==> config.mk <==
export PLATFORM = sky130hd
export DESIGN_NAME = hazard_scoreboard
export DESIGN_NICKNAME = d
export VERILOG_FILES = /design/src/rtl/hazard_pkg.sv /design/src/rtl/pending_counter.sv /design/src/rtl/hazard_scoreboard.sv
export SDC_FILE = /design/constraint.sdc
export NUM_CORES = 1
export LEC_CHECK = 0
export ABC_AREA = 1
export ABC_CLOCK_PERIOD_IN_PS = 4400
export CORE_MARGIN = 3
export CORE_UTILIZATION = 50
export DETAILED_ROUTE_END_ITERATION = 6
export PLACE_DENSITY_LB_ADDON = 0.12
export SLEW_MARGIN = 25
export SYNTH_ARGS = -nofsm -noshare
export SYNTH_HDL_FRONTEND = slang
export SYNTH_SLANG_ARGS = --single-unit
==> constraint.sdc <==
create_clock -name clock -period 4.4 [get_ports clock]
set_clock_uncertainty 0.2 [all_clocks]
set_input_delay 0.44 -clock clock [delete_from_list [all_inputs] [get_ports clock]]
set_output_delay 0.44 -clock clock [all_outputs]
set_load 0.02 [all_outputs]
==> src/rtl/hazard_pkg.sv <==
// Shared constants and types for the decode-stage register hazard scoreboard.
package hazard_pkg;

    localparam int unsigned DATA_WIDTH = 32;
    localparam int unsigned REG_NUM    = 8;
    localparam int unsigned ADDR_WIDTH = 3;
    localparam int unsigned CNT_WIDTH  = 2;
    localparam int unsigned CNT_MAX    = (1 << CNT_WIDTH) - 1;

    // Why decode is held this cycle; IO ownership outranks every hazard.
    typedef enum logic [2:0] {
        NONE    = 3'd0,
        RAW1    = 3'd1,
        RAW2    = 3'd2,
        WAW_SAT = 3'd3,
        IO      = 3'd4
    } stall_reason_e;

endpackage

==> src/rtl/pending_counter.sv <==
// In-flight write counter for one register, with an underflow event on a stray writeback.
module pending_counter
    import hazard_pkg::*;
#(
    parameter int unsigned CNTWIDTH = CNT_WIDTH
) (
    input  logic                clk,
    input  logic                rst_n,
    input  logic                inc,
    input  logic                dec,
    output logic [CNTWIDTH-1:0] cnt,
    output logic                nonzero,
    output logic                underflow_c
);

    logic [CNTWIDTH-1:0] cnt_next;

    // Simultaneous issue and writeback cancel; the issue path never overflows.
    always_comb begin
        cnt_next    = cnt;
        underflow_c = 1'b0;
        unique case ({inc, dec})
            2'b10: cnt_next = cnt + CNTWIDTH'(1);
            2'b01: begin
                if (cnt == '0) begin
                    underflow_c = 1'b1;
                end else begin
                    cnt_next = cnt - CNTWIDTH'(1);
                end
            end
            default: cnt_next = cnt;
        endcase
    end

    always_ff @(posedge clk or negedge rst_n) begin
        if (!rst_n) begin
            cnt     <= '0;
            nonzero <= 1'b0;
        end else begin
            cnt     <= cnt_next;
            nonzero <= (cnt_next != '0);
        end
    end

endmodule

==> src/rtl/hazard_scoreboard.sv <==
// Decode-stage register hazard controller: tracks in-flight writes and stalls
// decode on RAW hazards, pending-count saturation or IO ownership of the regfile.
module hazard_scoreboard
    import hazard_pkg::*;
#(
    parameter int unsigned REGNUM       = REG_NUM,
    parameter int unsigned ADDRESSWIDTH = ADDR_WIDTH,
    parameter int unsigned CNTWIDTH     = CNT_WIDTH
) (
    input  logic                    clock,
    input  logic                    reset,
    input  logic                    issueValid,
    input  logic                    usesReg1,
    input  logic                    usesReg2,
    input  logic                    writesDest,
    input  logic [ADDRESSWIDTH-1:0] reg1Address,
    input  logic [ADDRESSWIDTH-1:0] reg2Address,
    input  logic [ADDRESSWIDTH-1:0] regDestinationAddress,
    input  logic                    wbValid,
    input  logic [ADDRESSWIDTH-1:0] wbAddress,
    input  logic                    startIO,
    output logic                    stall,
    output logic                    issueFire,
    output logic [REGNUM-1:0]       pendingMask,
    output logic [15:0]             stallCount,
    output logic                    wbUnderflow
);

    localparam logic [CNTWIDTH-1:0] CNT_FULL = {CNTWIDTH{1'b1}};

    logic [CNTWIDTH-1:0] cnt [REGNUM];
    logic [CNTWIDTH-1:0] eff [REGNUM];
    logic [REGNUM-1:0]   rd1_sel, rd2_sel, dst_sel, wb_sel;
    logic [REGNUM-1:0]   inc_sel, eff_nz, eff_full, udf;
    logic                raw1, raw2, waw_sat;
    stall_reason_e       reason;

    // Per-register decode, writeback-forwarded pending count and counter.
    for (genvar r = 0; r < REGNUM; r++) begin : g_reg
        assign rd1_sel[r] = (reg1Address == ADDRESSWIDTH'(r));
        assign rd2_sel[r] = (reg2Address == ADDRESSWIDTH'(r));
        assign dst_sel[r] = (regDestinationAddress == ADDRESSWIDTH'(r));
        assign wb_sel[r]  = wbValid && (wbAddress == ADDRESSWIDTH'(r));

        // A stray writeback to an idle register must not fake a hazard.
        assign eff[r]      = (wb_sel[r] && (cnt[r] != '0)) ? cnt[r] - CNTWIDTH'(1) : cnt[r];
        assign eff_nz[r]   = (eff[r] != '0);
        assign eff_full[r] = (eff[r] == CNT_FULL);
        assign inc_sel[r]  = issueFire && writesDest && dst_sel[r];

        pending_counter #(
            .CNTWIDTH (CNTWIDTH)
        ) u_cnt (
            .clk         (clock),
            .rst_n       (reset),
            .inc         (inc_sel[r]),
            .dec         (wb_sel[r]),
            .cnt         (cnt[r]),
            .nonzero     (pendingMask[r]),
            .underflow_c (udf[r])
        );
    end

    assign raw1    = usesReg1 && |(rd1_sel & eff_nz);
    assign raw2    = usesReg2 && |(rd2_sel & eff_nz);
    assign waw_sat = writesDest && |(dst_sel & eff_full);

    always_comb begin
        reason = NONE;
        if (issueValid) begin
            if (startIO)      reason = IO;
            else if (raw1)    reason = RAW1;
            else if (raw2)    reason = RAW2;
            else if (waw_sat) reason = WAW_SAT;
        end
    end

    assign stall     = (reason != NONE);
    assign issueFire = issueValid && !stall;

    // Saturating stall statistics and sticky underflow error.
    always_ff @(posedge clock or negedge reset) begin
        if (!reset) begin
            stallCount  <= '0;
            wbUnderflow <= 1'b0;
        end else begin
            if (stall && (stallCount != 16'hFFFF)) begin
                stallCount <= stallCount + 16'd1;
            end
            wbUnderflow <= wbUnderflow | (|udf);
        end
    end

endmodule

==> summary.md, run 1 <==
In this run the worst path has a maximum fanout of 9. The vertical die dimension was 91.19 um; the worst relative slew slack was 49.83%. Once detail routing completed, the nets flagged for antenna violations numbered 0. The logs give 0 for the final setup violation count and 0.006907 mm2 for the core outline area.

The worst-skew pair later-pin latency is 0.30 ns, and the Yosys warning count is 0. The tools report the relative contribution of sequential cells to total power as 38.8%. Total negative slack for setup checks: 0 ns. The area growth from synthesis to layout is 16.83%. The placer congestion estimate is 0.9420. Setup repair after global routing left no endpoint under its margin.

For the max-slew violation count, the log shows 0. In this run the most critical hold path is launched from wbUnderflow. The worst path uses 86.39% of the clock period. The analysis attributes to net switching a power of 0.5349 mW.

The tools report the proportion of power drawn by combinational gates as 41.3%. The number of antenna violations at the first check in global routing came out at 0. The number of antenna cells inserted was 0; the overall die width was 91.19 um. The number of hold violations in the final report came out at 0. The signal on the critical path passes through clkdlybuf4s50_1 -> inv_1 -> nor2_1 -> nand3_1 -> nand2_1 -> nand2_1 -> nand3_1 -> nand2_1 -> nor2_1 -> nand2_1 -> a21oi_4 -> nand3_4 -> nor2_8 -> clkdlybuf4s50_1. The average instance in the mapped netlist occupies 7.115 um2.

Net switching is 40.33% of the power. The H-tree depth is 2, and the sequential fraction of the synthesis area is 28.28%. Global routing finished with a remaining overflow of 0. The count of maximum capacitance violations was 0.

The logs give 2 for the number of buffers on the longest clock path and 0 for the number of remaining DRC errors. The run gives 22.53% as the aggregate global-route resource usage. STA classifies the critical path endpoint as a primary output. IR analysis of the VDD net gives a maximum drop of 0.2218 mV.

For the arrival time at the worst endpoint, the log shows 3.16 ns. During I/O placement, the number of pins put on the boundary was 47. In this run the power density over the cells is 312.9 mW/mm2. The combined flip-flop and latch cell area was 0.001026 mm2. The critical path is of the in2out type. The tools report the number of instances in the synthesized netlist as 510. Dividing the detail-routed via count by the number of cells gives 5.213.

The run gives 0.003628 mm2 as the netlist area before placement. Type of the worst min-delay path: reg2reg. The most frequent cell on the critical path was nand2_1. The total via count after detailed routing is 3383. The run gives 6919 um as the detailed placer's ending HPWL. The tree is rooted in a clkbuf_8. Counting every net in the synthesized netlist gives 571. The tools report the launch point of the worst reg-to-reg path as g_reg[6].u_cnt.cnt[0]. Along the worst hold path, the cell count comes to 2. The multi-input combinational cells in the finished layout cover a total of 0.002240 mm2.

The number of synthesized register bits was 41. Data required time at the worst endpoint: 3.76 ns. The clock transition at the registers of the reported paths was 0.07 ns; the total clock sinks was 41. The number of global-route vias before repair was 3343; the share of cells above drive strength 1 was 8.680%. The slew of the pin with the lowest slew margin works out to 0.7503 ns. Subtracting the final worst setup slack from the clock period gives 3.801 ns. The run finished with clean final reports. The run gives 0.3369 ns as the final hold slack. The first global-routing pass estimated 15460 um of wire. The total CTS buffers is 5. For the total die area, the log shows 0.008315 mm2. For this configuration, the core starts out at a cell density of 52.54%.

Dividing the detail-routed wire length by the instance count gives 13.49 um. The number of distinct library cells after synthesis is 30, and the number of DRC violations after detailed-routing iteration 0 is 206. The part of the total power dissipated in the clock network was 20.0%; the iteration count of the initial detailed-routing pass was 5. The worst setup path is launched from a primary input. In this run the core area contains 30 standard-cell rows.

The run gives 8755 um as the total length of routed wires. The beginning of the critical path is wbAddress[1]. The number of buffers inserted by port buffering was 46.

On the critical path, the stage with the largest delay is an instance of clkdlybuf4s50_1. The run gives 664 as the number of fill cells in the layout. Internal power comes to 0.7916 mW. The pin count of the biggest net entering global routing is 42. TritonCTS built the clock tree. The number of cells on the worst reg-to-reg path is 18.

In the final design database the tool counted 613 nets. The analysis attributes to cell leakage a power of 2.115 nW. The largest stage delay on the critical path was 0.66 ns; the maximum clock frequency was 263.1 MHz. In this run the post-CTS setup repair buffer count came out at 0.
[stage by stage]
stage	cells	util [%]	power (mW)	setup slack, ns	cell area (um2)
after detailed placement	640	59.80	1.063	0.5465	4130
after global placement	640	59.80	1.049	0.6231	4130
after floorplan	510	-	0.8881	1.347	3628
final	649	61.38	1.327	0.5988	4239
after global routing	649	61.38	1.437	0.3278	4239
after CTS	648	61.20	1.333	0.6193	4227
[area by class of cell]
cell class,count,share of cell area (%)
clock inverters,2,0.3247
multi-input cells,383,52.83
repair buffers,50,11.57
inverters,71,6.287
well taps,96,2.834
flip-flops and latches,41,24.20
clock buffers,6,1.948
[power by group through the flow]
stage	clock, mW	sequential [mW]	combinational, mW
after detailed placement	0	0.520	0.543
after floorplan	0	0.525	0.363
final	0.265	0.514	0.547
after global placement	0	0.519	0.530
after CTS	0.272	0.513	0.547
after global routing	0.290	0.524	0.622
[flip-flops by register name, summed over array words and instances (netlist names)]
signal and cells:
g.u_cnt.cnt 16, wbUnderflow 1, stallCount 16, g.u_cnt.nonzero 8
[layout by cell type, fill, tap and decap left out, types with 16 or more instances in the layout]
cell,netlist,layout
nand4_1,26,26
a22oi_1,16,16
ha_1,41,41
inv_1,61,61
clkdlybuf4s50_1,0,45
nand3_1,38,38
nand2_1,145,145
nor2_1,44,44
a21oi_1,18,18
dfrtp_1,41,41
[cell usage after synthesis (all sizes together)]
cell type,n,area (um2)
xnor2,9,78.83
a221oi,1,8.760
nor3,10,50.05
nand3,48,305.3
nand2,147,556.8
buf,11,81.33
nand3b,1,7.510
or2,8,50.05
nor4,1,6.260
a21oi,19,106.4
nor2,49,215.2
a22o,1,8.760
dfrtp,41,1026
a22oi,16,120.1
nand4,26,162.7
xor2,5,43.79
a31oi,1,6.260
inv,71,266.5
clkbuf,4,15.01
ha,41,513.0
[kinds of logic after synthesis]
| logic type | count (synthesis) | share of synthesized area, % |
|---|---|---|
| buf+inv | 86 | 10.00 |
| compound gates | 38 | 6.897 |
| xor+xnor | 14 | 3.379 |
| simple gates | 290 | 37.31 |
| fa+ha+maj | 41 | 14.14 |
| flops | 41 | 28.28 |
[timing repair]
action | 4_1_cts | 5_1_grt
endpoints found under the hold margin | 0 | 41
hold buffers | 0 | 1
resized for setup | 0 | 0
[layer usage]
layer	vias up	GRT usage [%]	share of wire, %
met5	-	0	0
met4	0	8.920	3.1
met3	19	3.480	5.1
met2	92	35.93	44
met1	1542	30.57	48
li1	1730	-	-
[final timing paths]
kind | slack, ns | endpoint
max | 0.60 | issueFire
min | 0.34 | wbUnderflow
max reg2reg | 0.95 | g_reg[2].u_cnt.nonzero
min reg2reg | 0.34 | wbUnderflow
max in group asynchronous | 3.17 | g_reg[5].u_cnt.nonzero
min in group asynchronous | 0.46 | g_reg[6].u_cnt.cnt[0]
[worst max-delay path: cells and delay by family]
family	cells	cell delay, ns
AND/OR/NAND/NOR	10	1.21
AO/OA/AOI/OAI	1	0.16
buffers and inverters	3	1.32
Note: power is estimated with default switching activity, not from simulation.
==> run 2, diff against run 1 <==
--- a/config.mk
+++ b/config.mk
@@ -10,6 +10,7 @@
 export CORE_MARGIN = 3
 export CORE_UTILIZATION = 50
 export DETAILED_ROUTE_END_ITERATION = 6
+export GPL_TIMING_DRIVEN = 0
 export PLACE_DENSITY_LB_ADDON = 0.12
 export SLEW_MARGIN = 25
 export SYNTH_ARGS = -nofsm -noshare
==> summary.md, run 2 (same netlist as run 1, synthesis figures left out) <==
The maximum net fanout on the critical path came out at 9. The ratio of final minimum period to clock period works out to 90.19%. Element type at the critical path end: a primary output. Clock transition at the registers of the reported paths: 0.09 ns. The part of the total power dissipated in the clock network is 22.8%, and the count of placed standard cells in the final layout, fillers left out is 660. Of the total power, the share spent switching nets is 37.97%.

For this design the top-level I/O count stands at 47. After clock tree synthesis, the setup repair step added 0 buffers. The overflow left after global routing was 0. Clock tree root buffer cell: clkbuf_8. The logs give 0.1722 mV for the worst ir drop on vdd and 0 for the count of maximum capacitance violations. Summed over all nets, the half-perimeter wirelength after detailed placement is 6893 um.

In the final layout, the share of cells above drive strength 1 is 9.929%. The tools report the number of nets with antenna violations after routing as 0. The run gives 0.5314 mW as the net switching power figure. After floorplanning, the core was divided into 30 placement rows. STA puts the critical path data required time at 3.76 ns. The worst pin sits at a relative slew slack of 62.23%. Leaving out fill and tap cells, the most frequent cells in the layout are 145 x nand2_1, 61 x inv_1, 44 x nor2_1. Setup violations remaining at the end of the flow were counted as 0. Clock tree synthesis found a total of 41 sinks. The area growth from synthesis to layout is 19.55%. The number of hold violations in the final report came out at 0. The total die area is 0.008315 mm2, and the final hold slack is 0.3202 ns. The number of cells after detailed placement came out at 651.

The worst hold path belongs to the class reg2reg. After detailed routing, the total wire length is 8634 um. Ratio of routed vias to standard cells: 5.168. In the final routed layout, each cell accounts on average for 13.08 um. The number of antenna violations at the first check in global routing came out at 0. Global routing used 21.44% of the available tracks across all layers. After routing, the total negative slack on setup checks comes to 0 ns.

TritonCTS built the clock tree. In the routed design, unresolved DRC markers number 0. The run gives 0 as the max-slew violation count. Based on the critical path, the design can be clocked at up to 252.0 MHz. Routability-driven placement finished with a final weighted congestion of 0.8929. The initial utilization of the core area, before any placement, comes to 52.54%. The total power divided by cell area is 322.7 mW/mm2. The total via count after detailed routing was 3411; the proportion of power drawn by combinational gates was 40.8%.

Entering global routing, the biggest net connects 22 pins. The vertical die dimension came out at 91.19 um. The total area inside the core boundary comes to 0.006907 mm2. Buffers inserted during clock tree synthesis total 5. The run finished with clean final reports. The number of buffers inserted by port buffering is 44. The most common library cell in the layout ignoring fill and taps is nand2_1.

The largest registers in the layout are g.u_cnt.cnt x16, stallCount x16, g.u_cnt.nonzero x8. The overall die width works out to 91.19 um. The run gives 0.8683 mW as the internal portion of total power.

0 antenna diodes ended up in the layout. Counting I/O delays and the setup requirement, the final critical path takes 3.968 ns. Clock latency on the worst-skew pair, taken at its later pin, is 0.30 ns. For the number of global-route vias before repair, the log shows 3315. Number of DRC violations after detailed-routing iteration 0: 169. The worst setup path is launched from a primary input.

For the worst setup path, the data arrival time is 3.33 ns. The relative contribution of sequential cells to total power is 36.4%, and the slew of the pin with the lowest slew margin is 0.5613 ns. Leakage power summed over all cells: 2.166 nW. Wire length of the first global-routing pass: 14740 um. The critical path start-end classification is in2out.

For this run, the detailed router's first-pass iteration total came to 5. The H-tree depth came out at 2. Setup repair after global routing left no endpoint under its margin.

For this run, the post-layout net count is 624. The number of buffers on the longest clock path is 2.
[run 2: final timing paths]
| kind | slack (ns) | depth (start not counted) | end | start |
|---|---|---|---|---|
| min | 0.32 | 2 | wbUnderflow | wbUnderflow |
| min reg2reg | 0.32 | 2 | wbUnderflow | wbUnderflow |
| min in group asynchronous | 0.46 | 2 | g_reg[3].u_cnt.nonzero | reset |
| max | 0.43 | 13 | issueFire | wbAddress[0] |
| max in group asynchronous | 3.03 | 3 | g_reg[7].u_cnt.cnt[0] | reset |
| max reg2reg | 0.87 | 18 | g_reg[6].u_cnt.nonzero | g_reg[6].u_cnt.cnt[0] |
[run 2: final cells by class]
| type | instances | area [um2] |
|---|---|---|
| fill | 658 | 2569 |
| clock buffer | 7 | 86.33 |
| inverter | 71 | 266.5 |
| multi-input combinational | 383 | 2240 |
| buffer | 15 | 96.34 |
| timing repair buffer | 46 | 473.0 |
| clock inverter | 1 | 30.03 |
| tap | 96 | 120.1 |
| sequential | 41 | 1026 |
[run 2: metrics by stage]
step | util (%) | setup WS, ns | power (mW) | instance area, um2
6_report | 62.81 | 0.4317 | 1.400 | 4338
5_1_grt | 62.81 | 0.2953 | 1.508 | 4338
4_1_cts | 62.81 | 0.5170 | 1.413 | 4338
3_5_place_dp | 60.98 | 0.4206 | 1.083 | 4212
3_3_place_gp | 60.65 | 0.4921 | 1.065 | 4189
2_1_floorplan | - | 1.347 | 0.8881 | 3628
[run 2: power groups by stage]
stage | sequential, mW | clock, mW | combinational [mW]
6_report | 0.510 | 0.319 | 0.571
2_1_floorplan | 0.525 | 0 | 0.363
5_1_grt | 0.523 | 0.343 | 0.642
4_1_cts | 0.510 | 0.332 | 0.571
3_5_place_dp | 0.517 | 0 | 0.567
3_3_place_gp | 0.516 | 0 | 0.549
[run 2: critical path, cell delays in order]
cell and delay (ns):
clkdlybuf4s50_1 0.52, nor2_1 0.36, nand3_1 0.15, nand2_1 0.11, nand4_1 0.18, nand2_1 0.10
nand2_1 0.05, nor2_1 0.08, nand2_1 0.11, nand2_1 0.14, nand3_4 0.18, nor2_8 0.24
clkdlybuf4s50_1 0.64
[run 2: timing repair]
action                     4_1_cts  5_1_grt
hold endpoints to repair        20        0
resized for setup                0        0
setup endpoints to repair        0        0
hold buffers                     1        0
[run 2: routing by layer]
layer  vias to the layer above  global-route usage, %  part of all wire (%)
li1                       1761                      -                     -
met1                      1546                  27.94                    47
met2                        93                  35.81                    46
met3                        11                  4.308                   5.8
met4                         0                  6.407                   1.4
met5                         -                      0                     0
==> run 3, diff against run 2 <==
--- a/config.mk
+++ b/config.mk
@@ -12,7 +12,6 @@
 export DETAILED_ROUTE_END_ITERATION = 6
 export GPL_TIMING_DRIVEN = 0
 export PLACE_DENSITY_LB_ADDON = 0.12
-export SLEW_MARGIN = 25
 export SYNTH_ARGS = -nofsm -noshare
 export SYNTH_HDL_FRONTEND = slang
 export SYNTH_SLANG_ARGS = --single-unit
==> constraint.sdc (replaced) <==
create_clock -name clock -period 4.4 [get_ports clock]
set_clock_uncertainty 0.2 [all_clocks]
set_input_delay 0.44 -clock clock [delete_from_list [all_inputs] [get_ports clock]]
set_output_delay 0.44 -clock clock [all_outputs]
set_load 0.05 [all_outputs]
==> results of run 3 <==
The final DEF is identical to that of run 2. Status: finished, final reports clean.
Main changes from that run: setup slack after placement 0.4206 ns -> 0.3166 ns; setup slack after layout 0.4317 ns -> 0.2324 ns; total power 1.400 mW -> 1.484 mW; worst IR drop on VDD 0.1722 mV -> 0.2179 mV
